### src/rtl/fdd_motor_sequencer_pkg.sv
`default_nettype none
// ============================================================================
// Module      : fdd_motor_sequencer_pkg
// Description : Shared state encoding, 0xE0 latch bit map and helpers for the
//               FDD motor sequencer.
// Revision    : 1.0 - initial release
// ============================================================================
package fdd_motor_sequencer_pkg;

    typedef enum logic [1:0] {
        ST_IDLE   = 2'd0,
        ST_SPINUP = 2'd1,
        ST_SETTLE = 2'd2,
        ST_READY  = 2'd3
    } fdd_state_t;

    typedef logic [11:0] ms_t;

    // Bit positions of the fields in the 0xE0 control latch.
    localparam int unsigned c_e0_bit_drive = 0;
    localparam int unsigned c_e0_bit_side  = 4;
    localparam int unsigned c_e0_bit_dden  = 5;
    localparam int unsigned c_e0_bit_led   = 6;
    localparam int unsigned c_e0_bit_motor = 7;

    function automatic logic [1:0] drive_onehot(input logic drive);
        return drive ? 2'b10 : 2'b01;
    endfunction

endpackage
`default_nettype wire

### src/rtl/fdd_motor_sequencer_ms_tick_prescaler.sv
`default_nettype none
// ============================================================================
// Module      : ms_tick_prescaler
// Description : Divides clk_4mhz down to a 1-cycle millisecond tick; restart
//               realigns the tick phase to the edge a timer is loaded.
// Revision    : 1.0 - initial release
// ============================================================================
module ms_tick_prescaler
    import fdd_motor_sequencer_pkg::*;
#(
    parameter int unsigned TICK_DIV = 4000
) (
    input  logic clk_4mhz,
    input  logic RESET,
    input  logic restart,
    output logic tick
);

    localparam int unsigned c_cnt_w = (TICK_DIV > 1) ? $clog2(TICK_DIV) : 1;
    localparam logic [c_cnt_w-1:0] c_last = c_cnt_w'(TICK_DIV - 1);

    logic [c_cnt_w-1:0] r_cnt;

    always_ff @(posedge clk_4mhz or posedge RESET) begin
        if (RESET) begin
            r_cnt <= '0;
        end else if (restart || (r_cnt == c_last)) begin
            r_cnt <= '0;
        end else begin
            r_cnt <= r_cnt + 1'b1;
        end
    end

    // Tick is seen on the edge that wraps the count, so a load edge plus
    // N*TICK_DIV clocks lands exactly on the Nth tick.
    assign tick = (r_cnt == c_last);

endmodule
`default_nettype wire

### src/rtl/fdd_motor_sequencer.sv
`default_nettype none
// ============================================================================
// Module      : fdd_motor_sequencer
// Description : Timed motor spin-up, head settle and idle motor-off sequencing
//               of the FDD drive-control outputs from 0xE0 requests.
// Revision    : 1.0 - initial release
// ============================================================================
module fdd_motor_sequencer
    import fdd_motor_sequencer_pkg::*;
#(
    parameter int unsigned TICK_DIV    = 4000,
    parameter int unsigned SPINUP_MS   = 500,
    parameter int unsigned SETTLE_MS   = 30,
    parameter int unsigned IDLE_OFF_MS = 2000
) (
    input  logic       clk_4mhz,
    input  logic       RESET,
    input  logic       req_valid,
    input  logic       req_motor,
    input  logic       req_drive,
    input  logic       req_side,
    input  logic       req_dden,
    input  logic       activity,
    output logic [1:0] drive_sel,
    output logic       motor_on,
    output logic       side_sel,
    output logic       dden,
    output logic       led,
    output logic       ready,
    output logic       busy
);

    localparam ms_t c_spinup_ms   = ms_t'(SPINUP_MS);
    localparam ms_t c_settle_ms   = ms_t'(SETTLE_MS);
    localparam ms_t c_idle_off_ms = ms_t'(IDLE_OFF_MS);

    fdd_state_t r_state;
    fdd_state_t w_state_next;
    ms_t        r_ms_cnt;
    ms_t        w_ms_next;
    logic       r_drive;
    logic       w_drive_next;
    logic       w_load;
    logic       w_tick;

    logic w_stop;
    logic w_run_req;
    logic w_same;
    logic w_other;
    logic w_expire;
    logic w_count;

    ms_tick_prescaler #(
        .TICK_DIV (TICK_DIV)
    ) u_prescaler (
        .clk_4mhz (clk_4mhz),
        .RESET    (RESET),
        .restart  (w_load),
        .tick     (w_tick)
    );

    assign w_stop    = req_valid & ~req_motor;
    assign w_run_req = req_valid & req_motor;
    assign w_same    = w_run_req & (req_drive == r_drive);
    assign w_other   = w_run_req & (req_drive != r_drive);
    assign w_expire  = w_tick & (r_ms_cnt == ms_t'(1));
    assign w_count   = w_tick & (r_ms_cnt > ms_t'(1));

    // Requests that reload a timer win over a coincident terminal tick;
    // requests that leave the timer alone let the tick take effect.
    always_comb begin
        w_state_next = r_state;
        w_ms_next    = r_ms_cnt;
        w_drive_next = r_drive;
        w_load       = 1'b0;
        if (w_stop) begin
            w_state_next = ST_IDLE;
            w_ms_next    = '0;
        end else begin
            case (r_state)
                ST_IDLE: begin
                    if (w_run_req) begin
                        w_drive_next = req_drive;
                        w_ms_next    = c_spinup_ms;
                        w_load       = 1'b1;
                        w_state_next = ST_SPINUP;
                    end
                end
                ST_SPINUP: begin
                    if (w_other) begin
                        w_drive_next = req_drive;
                    end
                    if (w_expire) begin
                        w_ms_next    = c_settle_ms;
                        w_load       = 1'b1;
                        w_state_next = ST_SETTLE;
                    end else if (w_count) begin
                        w_ms_next = r_ms_cnt - ms_t'(1);
                    end
                end
                ST_SETTLE: begin
                    if (w_other) begin
                        w_drive_next = req_drive;
                        w_ms_next    = c_settle_ms;
                        w_load       = 1'b1;
                    end else if (w_expire) begin
                        w_ms_next    = c_idle_off_ms;
                        w_load       = 1'b1;
                        w_state_next = ST_READY;
                    end else if (w_count) begin
                        w_ms_next = r_ms_cnt - ms_t'(1);
                    end
                end
                ST_READY: begin
                    if (w_other) begin
                        w_drive_next = req_drive;
                        w_ms_next    = c_settle_ms;
                        w_load       = 1'b1;
                        w_state_next = ST_SETTLE;
                    end else if (w_same || activity) begin
                        w_ms_next = c_idle_off_ms;
                        w_load    = 1'b1;
                    end else if (w_expire) begin
                        w_ms_next    = '0;
                        w_state_next = ST_IDLE;
                    end else if (w_count) begin
                        w_ms_next = r_ms_cnt - ms_t'(1);
                    end
                end
                default: begin
                    w_state_next = ST_IDLE;
                    w_ms_next    = '0;
                end
            endcase
        end
    end

    always_ff @(posedge clk_4mhz or posedge RESET) begin
        if (RESET) begin
            r_state   <= ST_IDLE;
            r_ms_cnt  <= '0;
            r_drive   <= 1'b0;
            drive_sel <= 2'b00;
            motor_on  <= 1'b0;
            side_sel  <= 1'b0;
            dden      <= 1'b0;
            ready     <= 1'b0;
            busy      <= 1'b0;
        end else begin
            r_state   <= w_state_next;
            r_ms_cnt  <= w_ms_next;
            r_drive   <= w_drive_next;
            drive_sel <= (w_state_next == ST_IDLE) ? 2'b00 : drive_onehot(w_drive_next);
            motor_on  <= (w_state_next != ST_IDLE);
            ready     <= (w_state_next == ST_READY);
            busy      <= (w_state_next == ST_SPINUP) || (w_state_next == ST_SETTLE);
            if (req_valid) begin
                side_sel <= req_side;
                dden     <= req_dden;
            end
        end
    end

    assign led = motor_on;

endmodule
`default_nettype wire

### config.mk
export PLATFORM = sky130hd
export DESIGN_NAME = fdd_motor_sequencer
export DESIGN_NICKNAME = d
export VERILOG_FILES = /design/src/rtl/fdd_motor_sequencer_pkg.sv /design/src/rtl/fdd_motor_sequencer_ms_tick_prescaler.sv /design/src/rtl/fdd_motor_sequencer.sv
export SDC_FILE = /design/constraint.sdc
export NUM_CORES = 1
export LEC_CHECK = 0
export CAP_MARGIN = 20
export CORE_MARGIN = 1
export CORE_UTILIZATION = 55
export DETAILED_ROUTE_END_ITERATION = 12
export PLACE_DENSITY = 0.76
export SLEW_MARGIN = 20
export SYNTH_ARGS = -nofsm -noshare
export SYNTH_HDL_FRONTEND = slang
export SYNTH_SLANG_ARGS = --single-unit
### constraint.sdc
create_clock -name clk_4mhz -period 3.5 [get_ports clk_4mhz]
set_input_delay 0.35 -clock clk_4mhz [delete_from_list [all_inputs] [get_ports clk_4mhz]]
set_output_delay 0.35 -clock clk_4mhz [all_outputs]
set_load 0.005 [all_outputs]
==> impl_metrics.py, run 1 <==
metrics = {
    "sta": {
        "drv_slew": 0,
        "tightest_slew_ns": 0.657,
        "finalSetupViolCount": 0,
        "timing.final.crit_share_pct": 76.5,
        "rsz0062_at_grt": "false",
        "slew_headroom_pct": 55.9,
        "hold_viol": 0,
        "fin_skew_ns": 0.00524,
        "finalSetupTns_ns": 0,
        "layout_min_cycle_time_ns": 2.68,
        "max_freq_mhz": 374,
    },
    "power_and_ir_drop": {
        "peakVddDrop_uv": 350,
        "power.density_mw_per_mm2": 417,
        "leakagePower_nw": 0.983,
    },
    "clock_network": {
        "cts_hold_buf": 0,
        "cts_resized": 0,
        "clk_pin_slew_ns": 0.07,
        "numCtsBuffers": 5,
        "cts_tree": "built",
        "htree_levels": 2,
        "clock_latency_ns": 0.29,
        "cts-root-buf": "clkbuf_8",
        "post-cts-setup-buffer-count": 0,
        "clock_sinks": 34,
        "cts.path.max_buffers": 2,
    },
    "synth": {
        "ys_ff_latch": 34,
        "synth.net_count": 249,
        "synth_area_per_cell_um2": 8.88,
        "yosys_warnings": 0,
        "async_reset_ff_share_pct": 100,
        "synth_edf_count": 0,
        "ys_types": 52,
        "synth_ff_type": "dfrtp_1",
        "syn_inst": 236,
        "yosysSeqAreaShare_pct": 40.6,
        "syn_area_mm2": 0.00209,
    },
    "die": {
        "core_area_mm2": 0.00366,
        "die_area_mm2": 0.00406,
        "rows": 22,
        "initial_core_util_pct": 57.2,
        "io_pins": 16,
        "chipHeight_um": 63.7,
        "die_x_um": 63.7,
    },
    "worst_setup_path": {
        "worstPathArrival_ns": 2.85,
        "startpoint_type": "register",
        "cp-end-kind": "register",
        "critPathLaunch": "r_ms_cnt[8]$_DFFE_PP0P_",
        "critPathSlowestCell": "nor4_2",
        "cpPeakStageDelay_ns": 0.56,
        "crit-reg2reg-launch": "r_ms_cnt[8]$_DFFE_PP0P_",
        "required_ns": 3.68,
        "worst-setup-path-type": "reg2reg",
        "crit_chain": "nor4_2 > nand4_1 > or3_4 > o21ai_0 > a21o_1 > ha_1 > inv_1 > and2_1",
        "critPathMaxFanout": 8,
    },
    "placed_design": {
        "port-buffer-count": 15,
        "gp_congestion": 0.919,
        "place_area_mm2": 0.00227,
        "dp.final_hpwl_um": 3330,
    },
    "detailed_routing": {
        "routed_wl_um": 4390,
        "ant_nets": 0,
        "via_per_inst": 5.99,
        "drt-pass1-iter-count": 4,
        "drc_errors": 0,
        "num_vias": 1791,
        "wl_per_cell_um": 14.7,
        "drtIter0Drc": 181,
    },
    "min_path": {
        "hold_class": "in2async",
    },
    "global_routing": {
        "grt_pass1_wl_um": 7400,
        "grt-ovfl-total": 0,
        "grt_max_degree": 35,
        "antenna_found_initial": 0,
        "grt_pass1_vias": 1612,
        "track_usage_pct": 24.1,
    },
    "cells_and_area": {
        "fin_nets": 263,
        "diodes": 0,
        "syn2layout_area_growth_pct": 13.0,
        "layout_common_cells": "34 x nor2_1, 34 x dfrtp_1, 19 x nand2_1",
        "fin_area_mm2": 0.00237,
        "drive_gt1_share_pct": 10.4,
    },
    "status": {
        "status": "finished clean",
    },
    "run": {
        "cap_viol_max_count": 0,
    },
}
-- registers in the layout (all words and copies together) (netlist names) --
register,flops
r_ms_cnt,12
u_prescaler.r_cnt,12
r_drive,1
r_state,2
drive_sel,2
busy,1
ready,1
side_sel,1
led,1
dden,1
-- cells in the mapped netlist, types with 2 or more instances --
cell type / n / area, um2
nand4_1: 9 / 56.3
o211ai_1: 3 / 22.5
dfrtp_1: 34 / 851
and2_1: 3 / 18.8
nand3_1: 5 / 25.0
a31oi_1: 6 / 37.5
a21o_1: 2 / 15.0
or3_1: 2 / 12.5
a32o_1: 2 / 20.0
a21oi_1: 11 / 55.1
clkbuf_1: 6 / 22.5
nor2b_1: 4 / 25.0
inv_1: 12 / 45.0
nor2_1: 34 / 128
o22ai_1: 2 / 12.5
mux2_2: 4 / 45.0
xor2_1: 7 / 61.3
nand2_1: 19 / 71.3
or2b_1: 2 / 15.0
xnor2_1: 4 / 35.0
ha_1: 5 / 62.6
nor3_1: 8 / 40.0
or2_2: 3 / 18.8
o2bb2ai_1: 5 / 43.8
o21ai_0: 11 / 55.1
nor4_1: 4 / 25.0
or4_1: 2 / 15.0
buf_2: 3 / 15.0
-- routing by layer --
layer	wire [um]	track usage (%)	part of all wire (%)	up-vias
met2	2050	36.8	47	56
met3	268	3.80	6.1	11
li1	-	-	-	880
met4	83	10.2	1.9	0
met1	1990	33.7	45	844
met5	0	0	0	-
-- final timing paths --
kind	end	slack, ns	cells after the start
min	r_state[1]$_DFF_PP0_	0.48	3
max in group asynchronous	r_ms_cnt[3]$_DFFE_PP0P_	2.71	3
max reg2reg	drive_sel[1]$_DFF_PP0_	0.82	8
max	drive_sel[1]$_DFF_PP0_	0.82	8
min in group clk_4mhz	u_prescaler.r_cnt[0]$_DFF_PP0_	0.48	1
min reg2reg	u_prescaler.r_cnt[0]$_DFF_PP0_	0.48	1
-- final cells by class --
class | instances | area, um2
Clock inverter | 1 | 5.00
Timing Repair Buffer | 17 | 165
Inverter | 12 | 45.0
Sequential cell | 34 | 851
Fill cell | 314 | 1290
Tap cell | 48 | 60.1
Multi-Input combinational cell | 180 | 1150
Clock buffer | 7 | 86.3
-- cells by family after synthesis --
logic type,synth area share [%]
muxes,2.15
buffers and inverters,4.30
adders and majority gates,2.99
AOI/OAI and AO/OA,17.6
DFF,40.6
and+or+nand+nor,27.8
xor gates and xnor gates,4.60
-- metrics by stage --
step | setup WS [ns] | util (%) | power [W] | instances | hold WS, ns
after floorplan | 1.09 | - | 0.000632 | 236 | 0.453
after global placement | 0.852 | 62.1 | 0.000693 | 291 | 0.471
after detailed placement | 0.862 | 62.1 | 0.000696 | 291 | 0.474
after CTS | 0.842 | 64.6 | 0.000993 | 299 | 0.485
after global routing | 0.639 | 64.6 | 0.00104 | 299 | 0.510
final | 0.824 | 64.6 | 0.000986 | 299 | 0.483
-- critical path, delay by kind of cell (launching register included) --
family	cells	cell delay, ns
adders and majority gates	1	0.17
DFF	1	0.47
AOI/OAI and AO/OA	2	0.37
and+or+nand+nor	4	1.51
buffers and inverters	1	0.05
-- where the power goes --
| group | internal, W | leakage, nW | switching, W |
|---|---|---|---|
| sequential | 0.000437 | 0.438 | 0.0000484 |
| clock | 0.000159 | 0.0482 | 0.000139 |
| combinational | 0.0000929 | 0.497 | 0.000111 |
Note: power is estimated with default switching activity, not from simulation.
==> run 2, diff against run 1 <==
- clock period: 3.5 -> 2.7 ns (I/O delays scaled with it)
==> run 2 against run 1 <==
Against the previous run: routed wire length increased by 9.1%; final area increased by 4.0%; global-route usage increased by 2.1 points; power increased by 38%; maximum frequency increased by 7.0%; non-clock buffer count increased by 8; clock power increased by 49%; register-to-register slack got worse by 0.63 ns; critical path depth unchanged; highest routed layer unchanged; combinational power increased by 39%; critical path type unchanged.
==> impl_metrics.py, run 2 (synthesis results as in run 1) <==
metrics = {
    "die": {
        "die_x_um": 63.7,
        "die_area_mm2": 0.00406,
        "rows": 22,
        "chipHeight_um": 63.7,
        "io_pins": 16,
        "core_area_mm2": 0.00366,
        "initial_core_util_pct": 57.2,
    },
    "sta": {
        "tightest_slew_ns": 0.494,
        "hold_viol": 0,
        "drv_slew": 0,
        "rsz0062_at_grt": "false",
        "max_freq_mhz": 400,
        "finalSetupTns_ns": 0,
        "finalSetupViolCount": 0,
        "timing.final.crit_share_pct": 92.7,
        "slew_headroom_pct": 66.9,
        "layout_min_cycle_time_ns": 2.50,
        "worst_slack_ns": 0.198,
        "fin_skew_ns": 0.00616,
    },
    "global_routing": {
        "track_usage_pct": 26.2,
        "grt_pass1_vias": 1712,
        "grt_max_degree": 35,
        "grt-ovfl-total": 0,
        "antenna_found_initial": 0,
        "grt_pass1_wl_um": 8130,
    },
    "worst_setup_path": {
        "cp-end-kind": "register",
        "worstPathArrival_ns": 2.68,
        "cpPeakStageDelay_ns": 0.44,
        "crit_chain": "or3b_1 > or3_1 > or3_4 > o21ai_0 > a21o_1 > ha_1 > inv_1 > and2_1",
        "required_ns": 2.88,
        "critPathSlowestCell": "dfrtp_1",
        "worst-setup-path-type": "reg2reg",
        "critPathMaxFanout": 6,
        "startpoint_type": "register",
    },
    "detailed_routing": {
        "drt-pass1-iter-count": 4,
        "drc_errors": 0,
        "via_per_inst": 5.94,
        "wl_per_cell_um": 15.6,
        "ant_nets": 0,
        "routed_wl_um": 4790,
        "drtIter0Drc": 138,
        "num_vias": 1824,
    },
    "cells_and_area": {
        "layout_common_cells": "34 x nor2_1, 34 x dfrtp_1, 19 x nand2_1",
        "postLayoutCoreUtil_pct": 67.2,
        "diodes": 0,
        "syn2layout_area_growth_pct": 17.4,
        "fin_nets": 271,
        "top_regs": "r_ms_cnt: 12 flops, u_prescaler.r_cnt: 12 flops",
        "num-fill-cells": 279,
        "drive_gt1_share_pct": 13.9,
    },
    "status": {
        "status": "finished clean",
    },
    "power_and_ir_drop": {
        "peakVddDrop_uv": 374,
        "leakagePower_nw": 1.03,
        "power.density_mw_per_mm2": 553,
    },
    "clock_network": {
        "htree_levels": 2,
        "cts.path.max_buffers": 2,
        "numCtsBuffers": 5,
        "clk_pin_slew_ns": 0.07,
        "clock_sinks": 34,
        "cts_tree": "built",
        "cts-root-buf": "clkbuf_8",
        "clock_latency_ns": 0.29,
    },
    "run": {
        "cap_viol_max_count": 0,
    },
    "placed_design": {
        "gp_congestion": 0.936,
        "port-buffer-count": 15,
        "post-place-ws_ns": 0.150,
        "dp.final_hpwl_um": 3690,
    },
    "min_path": {
        "hold_class": "in2async",
    },
}
run 2: metal layers:
| metal | vias to the layer above | GRT usage, % | part of all wire, % |
|---|---|---|---|
| li1 | 900 | - | - |
| met1 | 866 | 35.1 | 45 |
| met2 | 46 | 43.2 | 48 |
| met3 | 12 | 4.89 | 4.6 |
| met4 | 0 | 7.10 | 1.9 |
| met5 | - | 0 | 0 |
run 2: where the power goes:
group	internal (W)	switching (W)	total, W
registers	0.000566	0.0000699	0.000636
clock network	0.000258	0.000185	0.000443
logic	0.000132	0.000151	0.000283
run 2: what timing repair did:
action | in CTS | in global routing
buffers inserted | 0 | 0
setup endpoints to repair | 0 | 5
hold buffers | 0 | 0
resized for setup | 0 | 2
hold endpoints to repair | 0 | 0
run 2: critical path: cells and delay by family, from the launching register on:
family          cells  cell delay (ns)
simple gates        4             1.34
buf+inv             1             0.06
flops               1             0.44
compound gates      2             0.39
fa+ha+maj           1             0.18
run 2: through the flow:
step,total power [W],cell area [um2],hold WS (ns),instances
5_1_grt,0.00143,2460,0.444,307
3_3_place_gp,0.000910,2330,0.472,299
2_1_floorplan,0.000819,2090,0.412,236
6_report,0.00136,2460,0.390,307
3_5_place_dp,0.000921,2330,0.494,299
4_1_cts,0.00136,2440,0.406,307
run 2: final cells by class:
cell class | instances | area, um2 | share of cell area (%)
Sequential cell | 34 | 851 | 34.6
Multi-Input combinational cell | 180 | 1170 | 47.5
Timing Repair Buffer | 25 | 225 | 9.16
Inverter | 12 | 45.0 | 1.83
Tap cell | 48 | 60.1 | 2.44
Clock buffer | 8 | 110 | 4.48
run 2: worst paths after layout:
| check | startpoint | to | slack (ns) | cells past startpoint |
|---|---|---|---|---|
| worst max-delay path | u_prescaler.r_cnt[5]$_DFF_PP0_ | drive_sel[1]$_DFF_PP0_ | 0.20 | 8 |
| worst min-delay path | RESET | drive_sel[0]$_DFF_PP0_ | 0.39 | 3 |
| worst max register to register | u_prescaler.r_cnt[5]$_DFF_PP0_ | drive_sel[1]$_DFF_PP0_ | 0.20 | 8 |
| worst min register to register | u_prescaler.r_cnt[0]$_DFF_PP0_ | u_prescaler.r_cnt[0]$_DFF_PP0_ | 0.50 | 1 |
| max in group asynchronous | RESET | u_prescaler.r_cnt[7]$_DFF_PP0_ | 2.00 | 3 |
| min in group clk_4mhz | u_prescaler.r_cnt[0]$_DFF_PP0_ | u_prescaler.r_cnt[0]$_DFF_PP0_ | 0.50 | 1 |
==> run 3, diff against run 2 <==
- clock period: 2.7 -> 2.57 ns (I/O delays scaled with it)
==> run 3 against run 2 <==
Against the previous run: global-route usage is 0.76 points higher; core utilization is 0.31 points lower; largest power group unchanged; clock skew rose by 0.0012 ns; final area is 0.46% lower; clock power decreased by 8.6%; die area unchanged.
==> impl_metrics.py, run 3 (synthesis results as in run 1) <==
metrics = {
    "power_and_ir_drop": {
        "p_sw_share_pct": 30.3,
        "peakVddDrop_uv": 391,
        "p_sw_w": 0.000414,
        "internal-power_w": 0.000952,
        "power.density_mw_per_mm2": 558,
        "p_comb_share_pct": 22.3,
        "seqPwrFrac_pct": 48.0,
        "pwr-share-clk_pct": 29.7,
        "leakagePower_nw": 1.04,
    },
    "die": {
        "core_area_mm2": 0.00366,
        "initial_core_util_pct": 57.2,
        "rows": 22,
        "die_x_um": 63.7,
        "chipHeight_um": 63.7,
        "io_pins": 16,
        "die_area_mm2": 0.00406,
    },
    "worst_setup_path": {
        "critPathMaxFanout": 6,
        "timing.reg2reg.setup_slack_ns": 0.20,
        "cpPeakStageDelay_ns": 0.43,
        "worst-setup-path-type": "reg2reg",
        "required_ns": 2.74,
        "critPathSlowestCell": "dfrtp_1",
        "crit-reg2reg-launch": "u_prescaler.r_cnt[5]$_DFF_PP0_",
        "cp-end-kind": "register",
        "worstPathArrival_ns": 2.54,
        "crit_chain": "or3b_1 > or3_1 > or3_4 > o21ai_1 > a21o_1 > ha_1 > inv_1 > and2_1",
        "reg2reg_to": "drive_sel[1]$_DFF_PP0_",
        "startpoint_type": "register",
        "reg2reg_depth": 8,
    },
    "sta": {
        "max_freq_mhz": 423,
        "finalSetupTns_ns": 0,
        "drv_slew": 0,
        "layout_min_cycle_time_ns": 2.37,
        "fin_skew_ns": 0.00732,
        "tightest_slew_ns": 0.505,
        "slew_headroom_pct": 66.2,
        "rsz0062_at_grt": "false",
        "hold_viol": 0,
        "whs_ns": 0.391,
        "finalSetupViolCount": 0,
        "timing.final.crit_share_pct": 92.1,
    },
    "global_routing": {
        "grt_max_degree": 35,
        "grt_pass1_wl_um": 8330,
        "grt_pass1_vias": 1829,
        "grt-ovfl-total": 0,
        "track_usage_pct": 27.0,
        "antenna_found_initial": 0,
    },
    "clock_network": {
        "cts_resized": 0,
        "numCtsBuffers": 5,
        "htree_levels": 2,
        "cts-root-buf": "clkbuf_8",
        "cts_hold_buf": 0,
        "clk_pin_slew_ns": 0.07,
        "post-cts-setup-buffer-count": 0,
        "clock_sinks": 34,
        "cts_tree": "built",
        "clock_latency_ns": 0.28,
        "cts.path.max_buffers": 2,
    },
    "detailed_routing": {
        "drc_errors": 0,
        "routed_wl_um": 4850,
        "wl_per_cell_um": 15.6,
        "drt-pass1-iter-count": 4,
        "drtIter0Drc": 174,
        "via_per_inst": 5.97,
        "ant_nets": 0,
        "num_vias": 1852,
    },
    "cells_and_area": {
        "final_cells": 310,
        "fin_nets": 274,
        "top_regs": "r_ms_cnt: 12 flops, u_prescaler.r_cnt: 12 flops",
        "num-fill-cells": 310,
        "layout_common_cells": "34 x nor2_1, 34 x dfrtp_1, 19 x nand2_1",
        "postLayoutCoreUtil_pct": 66.9,
        "fin_area_mm2": 0.00245,
        "syn2layout_area_growth_pct": 16.9,
        "drive_gt1_share_pct": 14.1,
        "diodes": 0,
    },
    "placed_design": {
        "place_area_mm2": 0.00236,
        "gp_congestion": 0.914,
        "dp.final_hpwl_um": 3700,
        "port-buffer-count": 15,
        "place_inst": 302,
    },
    "status": {
        "status": "finished clean",
    },
    "run": {
        "cap_viol_max_count": 0,
    },
    "min_path": {
        "hold_class": "in2async",
    },
}
## run 3: cell count changes in the layout (fill, tap and decap cells not counted)
cell | before | now
buf_4 | 10 | 13
clkbuf_8 | 8 | 6
clkbuf_1 | 0 | 1
clkinv_2 | 0 | 1
nor4_1 | 3 | 4
nor4_4 | 1 | 0
o21ai_0 | 11 | 10
o21ai_1 | 1 | 2
## run 3: worst max-delay path by stage
stage                                        start                     end  slack [ns]  cells after the start
finish              u_prescaler.r_cnt[5]$_DFF_PP0_  drive_sel[1]$_DFF_PP0_        0.20                      8
global route        u_prescaler.r_cnt[0]$_DFF_PP0_  drive_sel[1]$_DFF_PP0_        0.04                      9
CTS                 u_prescaler.r_cnt[5]$_DFF_PP0_  drive_sel[1]$_DFF_PP0_        0.14                      8
detailed placement  u_prescaler.r_cnt[5]$_DFF_PP0_  drive_sel[1]$_DFF_PP0_        0.15                      8
global placement    u_prescaler.r_cnt[5]$_DFF_PP0_  drive_sel[1]$_DFF_PP0_        0.21                      8
floorplan           u_prescaler.r_cnt[5]$_DFF_PP0_  drive_sel[1]$_DFF_PP0_        0.16                      9
## run 3: through the flow
| step | total power [W] | setup WS, ns |
|---|---|---|
| final | 0.00137 | 0.204 |
| after floorplan | 0.000861 | 0.162 |
| after global placement | 0.000960 | 0.210 |
| after detailed placement | 0.000968 | 0.147 |
| after CTS | 0.00137 | 0.138 |
| after global routing | 0.00144 | 0.0384 |
## run 3: power groups by stage
stage               logic (W)  clock network (W)  registers [W]
floorplan            0.000215                  0       0.000646
global placement     0.000296                  0       0.000664
detailed placement   0.000302                  0       0.000666
CTS                  0.000304           0.000416       0.000655
global route         0.000340           0.000439       0.000666
finish               0.000304           0.000405       0.000656
## run 3: final cells by class
cell class	instances	area, um2	share of cell area [%]
Clock buffer	7	86.3	3.53
Clock inverter	1	5.00	0.204
Inverter	12	45.0	1.84
Multi-Input combinational cell	180	1150	47.1
Sequential cell	34	851	34.7
Tap cell	48	60.1	2.45
Timing Repair Buffer	28	248	10.1
## run 3: routing by layer
metal	GRT usage (%)	up-vias	part of all wire (%)
met1	35.2	887	44
met2	44.8	58	49
met5	0	-	0
li1	-	897	-
met4	10.5	0	1.6
met3	3.99	10	4.7
## run 3: worst max-delay path, delay by kind of cell, from the launching register on
| kind | cells | cell delay [ns] |
|---|---|---|
| AND/OR/NAND/NOR | 4 | 1.30 |
| flip-flops | 1 | 0.43 |
| AO/OA/AOI/OAI | 2 | 0.30 |
| adder cells (fa/ha/maj) | 1 | 0.17 |
| buffers and inverters | 1 | 0.05 |
